===== src/rtl/vc_arb_pkg.sv =====
// -----------------------------------------------------------------------------
// vc_arb_pkg
//   Shared definitions for the round-robin register-write arbiter:
//   - idx_width(): index width for a count (never less than 1 bit)
//   - default sizes and their index widths
//   - lock-state encoding (ARB / BURST)
//   - rr_next(): round-robin pointer update after a transfer
// -----------------------------------------------------------------------------
package vc_arb_pkg;

    function automatic int idx_width(input int n);
        return (n > 1) ? $clog2(n) : 1;
    endfunction

    localparam int P_NREQS = 4;
    localparam int P_NREGS = 8;
    localparam int NREQ_W  = idx_width(P_NREQS);
    localparam int NREG_W  = idx_width(P_NREGS);

    typedef enum logic {
        ARB   = 1'b0,
        BURST = 1'b1
    } lock_state_e;

    // A finished burst hands priority to the requester after the winner;
    // otherwise the pointer holds.
    function automatic int rr_next(input int ptr, input int winner,
                                   input logic release_lock, input int nreqs);
        return release_lock ? ((winner + 1) % nreqs) : ptr;
    endfunction

endpackage


===== src/rtl/vc_rr_reg_write_arb_if.sv =====
// -----------------------------------------------------------------------------
// vc_rr_reg_write_arb_if
//   Bundles the requester write handshake, the read port and the lock status.
//   master : requester side (drives val/addr/data/last and rd_addr)
//   slave  : arbiter side   (drives rdy, rd_data, locked, lock_owner)
// -----------------------------------------------------------------------------
interface vc_rr_reg_write_arb_if
    import vc_arb_pkg::*;
#(
    parameter int p_nreqs = P_NREQS,
    parameter int p_nbits = 32,
    parameter int p_nregs = P_NREGS
);
    localparam int AW = idx_width(p_nregs);
    localparam int RW = idx_width(p_nreqs);

    logic [p_nreqs-1:0]    req_val;
    logic [p_nreqs-1:0]    req_rdy;
    logic [p_nreqs*AW-1:0] req_addr;
    logic [p_nreqs*p_nbits-1:0] req_data;
    logic [p_nreqs-1:0]    req_last;
    logic [AW-1:0]         rd_addr;
    logic [p_nbits-1:0]    rd_data;
    logic                  locked;
    logic [RW-1:0]         lock_owner;

    modport master (
        output req_val, req_addr, req_data, req_last, rd_addr,
        input  req_rdy, rd_data, locked, lock_owner
    );

    modport slave (
        input  req_val, req_addr, req_data, req_last, rd_addr,
        output req_rdy, rd_data, locked, lock_owner
    );
endinterface


===== src/rtl/vc_reg_bank.sv =====
// -----------------------------------------------------------------------------
// vc_reg_bank
//   p_nregs x p_nbits register bank: one write port (one-hot decoded onto the
//   slice enables) and one combinational read port. A read of the address
//   being written returns the old value.
//   clk, reset_n      : clock / async active-low reset
//   wr_en/addr/data   : write port
//   rd_addr, rd_data  : read port
// -----------------------------------------------------------------------------
module vc_reg_bank
    import vc_arb_pkg::*;
#(
    parameter int                 p_nbits       = 32,
    parameter int                 p_nregs       = P_NREGS,
    parameter logic [p_nbits-1:0] p_reset_value = '0,
    localparam int                AW            = idx_width(p_nregs)
) (
    input  logic               clk,
    input  logic               reset_n,
    input  logic               wr_en,
    input  logic [AW-1:0]      wr_addr,
    input  logic [p_nbits-1:0] wr_data,
    input  logic [AW-1:0]      rd_addr,
    output logic [p_nbits-1:0] rd_data
);
    logic [p_nregs-1:0] wr_sel;
    logic [p_nbits-1:0] regs [p_nregs];

    genvar gi;
    generate
        for (gi = 0; gi < p_nregs; gi++) begin : g_slice
            assign wr_sel[gi] = wr_en && (wr_addr == AW'(gi));

            vc_reg_slice #(
                .p_nbits       (p_nbits),
                .p_reset_value (p_reset_value)
            ) u_slice (
                .clk     (clk),
                .reset_n (reset_n),
                .en      (wr_sel[gi]),
                .d       (wr_data),
                .q       (regs[gi])
            );
        end
    endgenerate

    assign rd_data = regs[rd_addr];
endmodule


===== src/rtl/vc_reg_slice.sv =====
// -----------------------------------------------------------------------------
// vc_reg_slice
//   One register of the bank: loads d when en is high, async clears to
//   p_reset_value.
//   clk, reset_n : clock / async active-low reset
//   en, d        : write enable and data
//   q            : stored value
// -----------------------------------------------------------------------------
module vc_reg_slice #(
    parameter int                 p_nbits       = 32,
    parameter logic [p_nbits-1:0] p_reset_value = '0
) (
    input  logic               clk,
    input  logic               reset_n,
    input  logic               en,
    input  logic [p_nbits-1:0] d,
    output logic [p_nbits-1:0] q
);
    logic [p_nbits-1:0] data_q;
    logic [p_nbits-1:0] data_d;

    always_comb begin
        data_d = data_q;
        if (en) begin
            data_d = d;
        end
    end

    always_ff @(posedge clk or negedge reset_n) begin
        if (!reset_n) begin
            data_q <= p_reset_value;
        end else begin
            data_q <= data_d;
        end
    end

    assign q = data_q;
endmodule


===== src/rtl/vc_rr_reg_write_arb.sv =====
// -----------------------------------------------------------------------------
// vc_rr_reg_write_arb
//   Round-robin arbiter sharing the write port of a small register bank among
//   p_nreqs requesters. A requester keeps the port for a burst until it sends
//   a word with last=1; priority then moves to the next requester.
//   clk, reset_n : clock / async active-low reset
//   bus (slave)  : req_val/rdy/addr/data/last, rd_addr/rd_data,
//                  locked, lock_owner
// -----------------------------------------------------------------------------
module vc_rr_reg_write_arb
    import vc_arb_pkg::*;
#(
    parameter int                 p_nreqs       = P_NREQS,
    parameter int                 p_nbits       = 32,
    parameter int                 p_nregs       = P_NREGS,
    parameter logic [p_nbits-1:0] p_reset_value = '0
) (
    input  logic                  clk,
    input  logic                  reset_n,
    vc_rr_reg_write_arb_if.slave  bus
);
    localparam int AW = idx_width(p_nregs);
    localparam int RW = idx_width(p_nreqs);

    logic [RW-1:0] ptr_q,   ptr_d;
    logic [RW-1:0] owner_q, owner_d;
    lock_state_e   lock_q,  lock_d;

    logic [p_nreqs-1:0] grant;
    logic [RW-1:0]      gidx;
    logic               fire;
    logic [AW-1:0]      wr_addr;
    logic [p_nbits-1:0] wr_data;
    int                 idx;

    // Grant: only val is looked at, so rdy never feeds back into itself.
    // Held at zero while reset is asserted so nothing fires in reset.
    always_comb begin
        grant = '0;
        gidx  = '0;
        fire  = 1'b0;
        idx   = 0;
        if (lock_q == BURST) begin
            if (bus.req_val[owner_q]) begin
                grant[owner_q] = 1'b1;
                gidx           = owner_q;
                fire           = 1'b1;
            end
        end else begin
            for (int k = 0; k < p_nreqs; k++) begin
                idx = (int'(ptr_q) + k) % p_nreqs;
                if (!fire && bus.req_val[idx]) begin
                    grant[idx] = 1'b1;
                    gidx       = RW'(idx);
                    fire       = 1'b1;
                end
            end
        end
        if (!reset_n) begin
            grant = '0;
            fire  = 1'b0;
        end
    end

    always_comb begin
        wr_addr = bus.req_addr[int'(gidx)*AW +: AW];
        wr_data = bus.req_data[int'(gidx)*p_nbits +: p_nbits];
    end

    // Lock FSM and pointer update.
    always_comb begin
        ptr_d   = ptr_q;
        lock_d  = lock_q;
        owner_d = owner_q;
        if (fire) begin
            if (bus.req_last[gidx]) begin
                lock_d  = ARB;
                owner_d = '0;
                ptr_d   = RW'(rr_next(int'(ptr_q), int'(gidx), 1'b1, p_nreqs));
            end else begin
                lock_d  = BURST;
                owner_d = gidx;
            end
        end
    end

    always_ff @(posedge clk or negedge reset_n) begin
        if (!reset_n) begin
            ptr_q   <= '0;
            lock_q  <= ARB;
            owner_q <= '0;
        end else begin
            ptr_q   <= ptr_d;
            lock_q  <= lock_d;
            owner_q <= owner_d;
        end
    end

    vc_reg_bank #(
        .p_nbits       (p_nbits),
        .p_nregs       (p_nregs),
        .p_reset_value (p_reset_value)
    ) u_bank (
        .clk     (clk),
        .reset_n (reset_n),
        .wr_en   (fire),
        .wr_addr (wr_addr),
        .wr_data (wr_data),
        .rd_addr (bus.rd_addr),
        .rd_data (bus.rd_data)
    );

    assign bus.req_rdy    = grant;
    assign bus.locked     = (lock_q == BURST);
    assign bus.lock_owner = (lock_q == BURST) ? owner_q : '0;
endmodule


===== src/flat_wrapper.sv =====
// flat-port wrapper written by rule: the top's interface ports become plain ports
module vc_rr_reg_write_arb_flat import vc_arb_pkg::*;
#(
    parameter int                 p_nreqs       = P_NREQS,
    parameter int                 p_nbits       = 32,
    parameter int                 p_nregs       = P_NREGS,
    parameter logic [p_nbits-1:0] p_reset_value = '0
)
  (clk, reset_n, bus_req_val, bus_req_addr, bus_req_data, bus_req_last, bus_rd_addr, bus_req_rdy, bus_rd_data, bus_locked, bus_lock_owner);
  vc_rr_reg_write_arb_if #(.p_nreqs(p_nreqs), .p_nbits(p_nbits), .p_nregs(p_nregs)) bus_i ();
  input  logic clk;
  input  logic reset_n;
  input wire logic [$bits(bus_i.req_val)-1:0] bus_req_val;
  input wire logic [$bits(bus_i.req_addr)-1:0] bus_req_addr;
  input wire logic [$bits(bus_i.req_data)-1:0] bus_req_data;
  input wire logic [$bits(bus_i.req_last)-1:0] bus_req_last;
  input wire logic [$bits(bus_i.rd_addr)-1:0] bus_rd_addr;
  output wire logic [$bits(bus_i.req_rdy)-1:0] bus_req_rdy;
  output wire logic [$bits(bus_i.rd_data)-1:0] bus_rd_data;
  output wire logic [$bits(bus_i.locked)-1:0] bus_locked;
  output wire logic [$bits(bus_i.lock_owner)-1:0] bus_lock_owner;
  assign bus_i.req_val = bus_req_val;
  assign bus_i.req_addr = bus_req_addr;
  assign bus_i.req_data = bus_req_data;
  assign bus_i.req_last = bus_req_last;
  assign bus_i.rd_addr = bus_rd_addr;
  assign bus_req_rdy = bus_i.req_rdy;
  assign bus_rd_data = bus_i.rd_data;
  assign bus_locked = bus_i.locked;
  assign bus_lock_owner = bus_i.lock_owner;
  vc_rr_reg_write_arb #(.p_nreqs(p_nreqs), .p_nbits(p_nbits), .p_nregs(p_nregs), .p_reset_value(p_reset_value)) u_core (.clk(clk), .reset_n(reset_n), .bus(bus_i));
endmodule

===== config.mk =====
export PLATFORM = sky130hd
export DESIGN_NAME = vc_rr_reg_write_arb_flat
export DESIGN_NICKNAME = d
export VERILOG_FILES = /design/src/rtl/vc_arb_pkg.sv /design/src/rtl/vc_rr_reg_write_arb_if.sv /design/src/rtl/vc_reg_bank.sv /design/src/rtl/vc_reg_slice.sv /design/src/rtl/vc_rr_reg_write_arb.sv /design/src/flat_wrapper.sv
export SDC_FILE = /design/constraint.sdc
export NUM_CORES = 1
export LEC_CHECK = 0
export CAP_MARGIN = 20
export CELL_PAD_IN_SITES_DETAIL_PLACEMENT = 0
export CELL_PAD_IN_SITES_GLOBAL_PLACEMENT = 1
export CORE_ASPECT_RATIO = 2
export CORE_MARGIN = 3
export CORE_UTILIZATION = 51
export CTS_BUF_LIST = sky130_fd_sc_hd__clkbuf_8
export DETAILED_ROUTE_END_ITERATION = 12
export GPL_TIMING_DRIVEN = 0
export PLACE_DENSITY_LB_ADDON = 0.1
export SYNTH_ARGS = -nofsm -noshare
export SYNTH_HDL_FRONTEND = slang
export SYNTH_SLANG_ARGS = --single-unit

===== constraint.sdc =====
create_clock -name clk -period 8.9 [get_ports clk]
set_input_delay 1.78 -clock clk [delete_from_list [all_inputs] [get_ports clk]]
set_output_delay 1.78 -clock clk [all_outputs]
set_load 0.02 [all_outputs]

==> impl_metrics.prom <==
# TYPE chip_impl_metric gauge
chip_impl_metric{name="detail_route.wirelength",unit="µm"} 35100
chip_impl_metric{name="num_ports",unit=""} 192
chip_impl_info{name="critical_path_class",value="primary input to output port"} 1
chip_impl_metric{name="worstMarginPinSlew",unit="ps"} 1020
chip_impl_metric{name="first_global_vias",unit=""} 9678
chip_impl_metric{name="fp.dieArea",unit="µm²"} 28900
chip_impl_info{name="r2r_start",value="u_core.ptr_q[0]"} 1
chip_impl_info{name="synthMostInstantiatedCell",value="dfrtp_1"} 1
chip_impl_metric{name="n_antenna_cell",unit=""} 0
chip_impl_metric{name="setup_viol_count_final",unit=""} 0
chip_impl_metric{name="worst-path-max-fanout",unit=""} 10
chip_impl_metric{name="final_layout_size_suffix_gt1_share",unit="%"} 39.1
chip_impl_metric{name="sw_frac_of_total",unit="%"} 35.8
chip_impl_info{name="synth_ff_type",value="dfrtp_1"} 1
chip_impl_metric{name="layout_worst_path_cycle_share",unit="%"} 72.0
chip_impl_metric{name="setup-tns-final",unit="ps"} 0
chip_impl_metric{name="max_freq",unit="MHz"} 156
chip_impl_info{name="worstSetupStartpointType",value="primary input"} 1
chip_impl_metric{name="worst_skew_late_latency",unit="ps"} 550
chip_impl_metric{name="clock-skew-final",unit="ps"} 34.7
chip_impl_metric{name="die_h",unit="µm"} 237
chip_impl_metric{name="holdWs",unit="ps"} 491
chip_impl_metric{name="design_internal_power",unit="µW"} 4080
chip_impl_metric{name="fin_nets",unit=""} 1320
chip_impl_metric{name="post_layout_nonfiller_instances",unit=""} 1534
chip_impl_metric{name="cts_resized",unit=""} 0
chip_impl_metric{name="vias",unit=""} 8788
chip_impl_metric{name="core-area",unit="µm²"} 26400
chip_impl_metric{name="synth_area",unit="µm²"} 13700
chip_impl_metric{name="power_density",unit="nW/µm²"} 375
chip_impl_metric{name="placedCellCount",unit=""} 1461
chip_impl_metric{name="globalplace.congestion",unit=""} 0.770
chip_impl_metric{name="largest_voltage_drop_on_the_vdd_net",unit="mV"} 0.190
chip_impl_metric{name="firstDrtPassIters",unit=""} 7
chip_impl_info{name="unrepaired_setup_endpoints_after_global_routing",value="no"} 1
chip_impl_info{name="outcome",value="completed"} 1
chip_impl_metric{name="max_cap_viol_count",unit=""} 0
chip_impl_metric{name="drt_first_iter_violations",unit=""} 356
chip_impl_metric{name="post_cts.repair.setup_buffers",unit=""} 0
chip_impl_metric{name="power_frac_seq",unit="%"} 33.1
chip_impl_metric{name="design_power_total",unit="µW"} 6360
chip_impl_info{name="critical_path.endpoint_type",value="output port"} 1
chip_impl_metric{name="mappedNetlistNets",unit=""} 1089
chip_impl_metric{name="pin_count_of_the_biggest_net_entering_global_routing",unit=""} 122
chip_impl_info{name="netlist.top_cell.by_area",value="dfrtp_1"} 1
chip_impl_metric{name="cts_max_level",unit=""} 2
chip_impl_info{name="ys_top_cells_by_area",value="dfrtp_1, mux2_2, mux4_2, mux2_4, mux2i_1"} 1
chip_impl_metric{name="clkSlewWorstSetupHoldPaths",unit="ps"} 70
chip_impl_metric{name="synthCells",unit=""} 928
chip_impl_metric{name="timing.final.max_slew_violations",unit=""} 0
chip_impl_info{name="critical_path.startpoint",value="bus_rd_addr[0]"} 1
chip_impl_metric{name="port-buffer-count",unit=""} 187
chip_impl_metric{name="layout.filler_cells",unit=""} 2037
chip_impl_metric{name="number_of_synthesized_flops_with_an_enable_pin",unit=""} 0
chip_impl_metric{name="asyncSetResetFlopFracSynth",unit="%"} 100
chip_impl_metric{name="cts_buffers",unit=""} 39
chip_impl_metric{name="crit_required",unit="ps"} 7120
chip_impl_metric{name="detail-route-antenna-nets",unit=""} 0
chip_impl_metric{name="cts.sink_count",unit=""} 261
chip_impl_metric{name="core.rowCount",unit=""} 84
chip_impl_info{name="hold_class",value="flip-flop to flip-flop"} 1
chip_impl_metric{name="drc",unit=""} 0
chip_impl_info{name="tritoncts_clock_tree",value="built"} 1
chip_impl_metric{name="via_per_inst",unit=""} 5.73
chip_impl_metric{name="gr-usage-all-layers",unit="%"} 24.7
chip_impl_metric{name="die-width",unit="µm"} 122
chip_impl_metric{name="clkPwrFrac",unit="%"} 18.4
chip_impl_metric{name="grt.overflow.total",unit=""} 0
chip_impl_metric{name="crit_arrival",unit="ps"} 4630
chip_impl_metric{name="place_hpwl",unit="µm"} 24700
chip_impl_metric{name="ys_seq_area_share",unit="%"} 47.8
chip_impl_metric{name="grt_pass1_wl",unit="µm"} 54500
chip_impl_info{name="cts.root.buffer_cell",value="clkbuf_8"} 1
chip_impl_metric{name="flow.area_growth_from_synthesis",unit="%"} 24.4
chip_impl_metric{name="post_synth_num_cell_types",unit=""} 48
chip_impl_info{name="ys_top_cells_by_count",value="dfrtp_1, mux2_2, mux4_2"} 1
chip_impl_metric{name="synth_seq_cells",unit=""} 261
chip_impl_metric{name="timing.reg2reg.setup_slack",unit="ps"} 3960
chip_impl_metric{name="max_slew_margin",unit="%"} 31.9
chip_impl_metric{name="yosys_warnings",unit=""} 0
chip_impl_metric{name="p_sw",unit="µW"} 2280
chip_impl_metric{name="initial_standard_cell_utilization_of_the_core",unit="%"} 51.8
chip_impl_metric{name="cts-hold-fix-buffers",unit=""} 0
chip_impl_metric{name="synthDominantCellAreaShare",unit="%"} 47.8
chip_impl_metric{name="antenna_found_initial",unit=""} 0
chip_impl_metric{name="avgRoutedWirePerCell",unit="µm"} 22.9
chip_impl_info{name="worstHoldStart",value="u_core.u_bank.g_slice[7].u_slice.q[26]"} 1
chip_impl_metric{name="report.final.hold_viol_count",unit=""} 0
chip_impl_metric{name="ctsLongestPathBuffers",unit=""} 3
chip_impl_metric{name="finalCriticalPeriod",unit="ps"} 6410
chip_impl_metric{name="synth_area_per_cell",unit="µm²"} 14.7
chip_impl_metric{name="total_leakage_power",unit="µW"} 0.00733
chip_impl_metric{name="share_comb_of_total_power",unit="%"} 48.5
[cell usage in the layout, fill, tap and decap left out, drive strengths merged, types with 5 or more instances in the layout]
cell,instances
clkinv,11
clkdlybuf4s50,186
ha,8
a22oi,5
mux2i,40
mux2,291
o211ai,6
dfrtp,261
nor2,9
a211oi,33
a21oi,36
inv,12
and2,38
clkbuf,76
nand2,9
bufinv,6
buf,51
mux4,68
[metal layers]
layer / share of wire (%) / track usage [%] / vias up
li1: - / - / 3954
met3: 4.1 / 3.07 / 51
met5: 0 / 0 / -
met1: 39 / 29.5 / 4538
met2: 55 / 46.3 / 245
met4: 2.2 / 7.00 / 0
[power groups by stage]
| stage | sequential, µW | combinational (µW) | clock, µW |
|---|---|---|---|
| 2_1_floorplan | 2010 | 2220 | 0 |
| 5_1_grt | 2170 | 3320 | 1240 |
| 3_5_place_dp | 2120 | 3110 | 0 |
| 6_report | 2110 | 3090 | 1170 |
| 3_3_place_gp | 2100 | 3050 | 0 |
| 4_1_cts | 2100 | 3120 | 1190 |
[worst max-delay path, cell delays in order]
cell and delay, ps:
clkbuf_1 560, buf_1 830, mux4_2 610, mux2_2 300, clkdlybuf4s50_1 540
[state kept, by name (all words and copies together), names as in the netlist]
register,count
u_core.bus.locked,1
u_core.owner_q,2
u_core.ptr_q,2
u_core.u_bank.g_slice.u_slice.q,256
[kinds of logic (layout without fill, tap and decap cells)]
| kind of cell | count (synthesis) | after routing | share of synthesized area [%] |
|---|---|---|---|
| flip-flops | 261 | 261 | 47.8 |
| buffers and inverters | 80 | 342 | 2.89 |
| multiplexers | 399 | 399 | 39.9 |
| adder cells (fa/ha/maj) | 8 | 8 | 0.733 |
| XOR/XNOR | 1 | 1 | 0.0641 |
| AO/OA/AOI/OAI | 99 | 99 | 4.93 |
| AND/OR/NAND/NOR | 80 | 80 | 3.69 |
[layout make-up]
cell class | instances | area [µm²] | share of cell area (%)
multi-input combinational | 587 | 6730 | 39.6
sequential | 261 | 6530 | 38.5
clock buffer | 50 | 688 | 4.05
inverter | 7 | 26.3 | 0.155
timing repair buffer | 190 | 1950 | 11.5
buffer | 73 | 369 | 2.17
clock inverter | 22 | 262 | 1.54
tap | 344 | 430 | 2.53
[stage by stage]
stage               util [%]  area, µm²  setup WS [ps]
floorplan                  -      13700           3540
global placement        60.5      16000          -7470
detailed placement      60.7      16000           2380
CTS                     64.3      17000           2370
global route            64.4      17000           2310
finish                  64.4      17000           2490
[path summary, 6_finish.rpt]
kind                       depth (start not counted)                                      to
setup reg to reg                                  11   u_core.u_bank.g_slice[3].u_slice.q[3]
max in group asynchronous                          3  u_core.u_bank.g_slice[3].u_slice.q[17]
setup / recovery                                   5                         bus_rd_data[26]
hold reg to reg                                    1  u_core.u_bank.g_slice[7].u_slice.q[26]
hold / removal                                     1  u_core.u_bank.g_slice[7].u_slice.q[26]
min in group asynchronous                          1   u_core.u_bank.g_slice[5].u_slice.q[7]
Power figures use the tool's default switching activity.
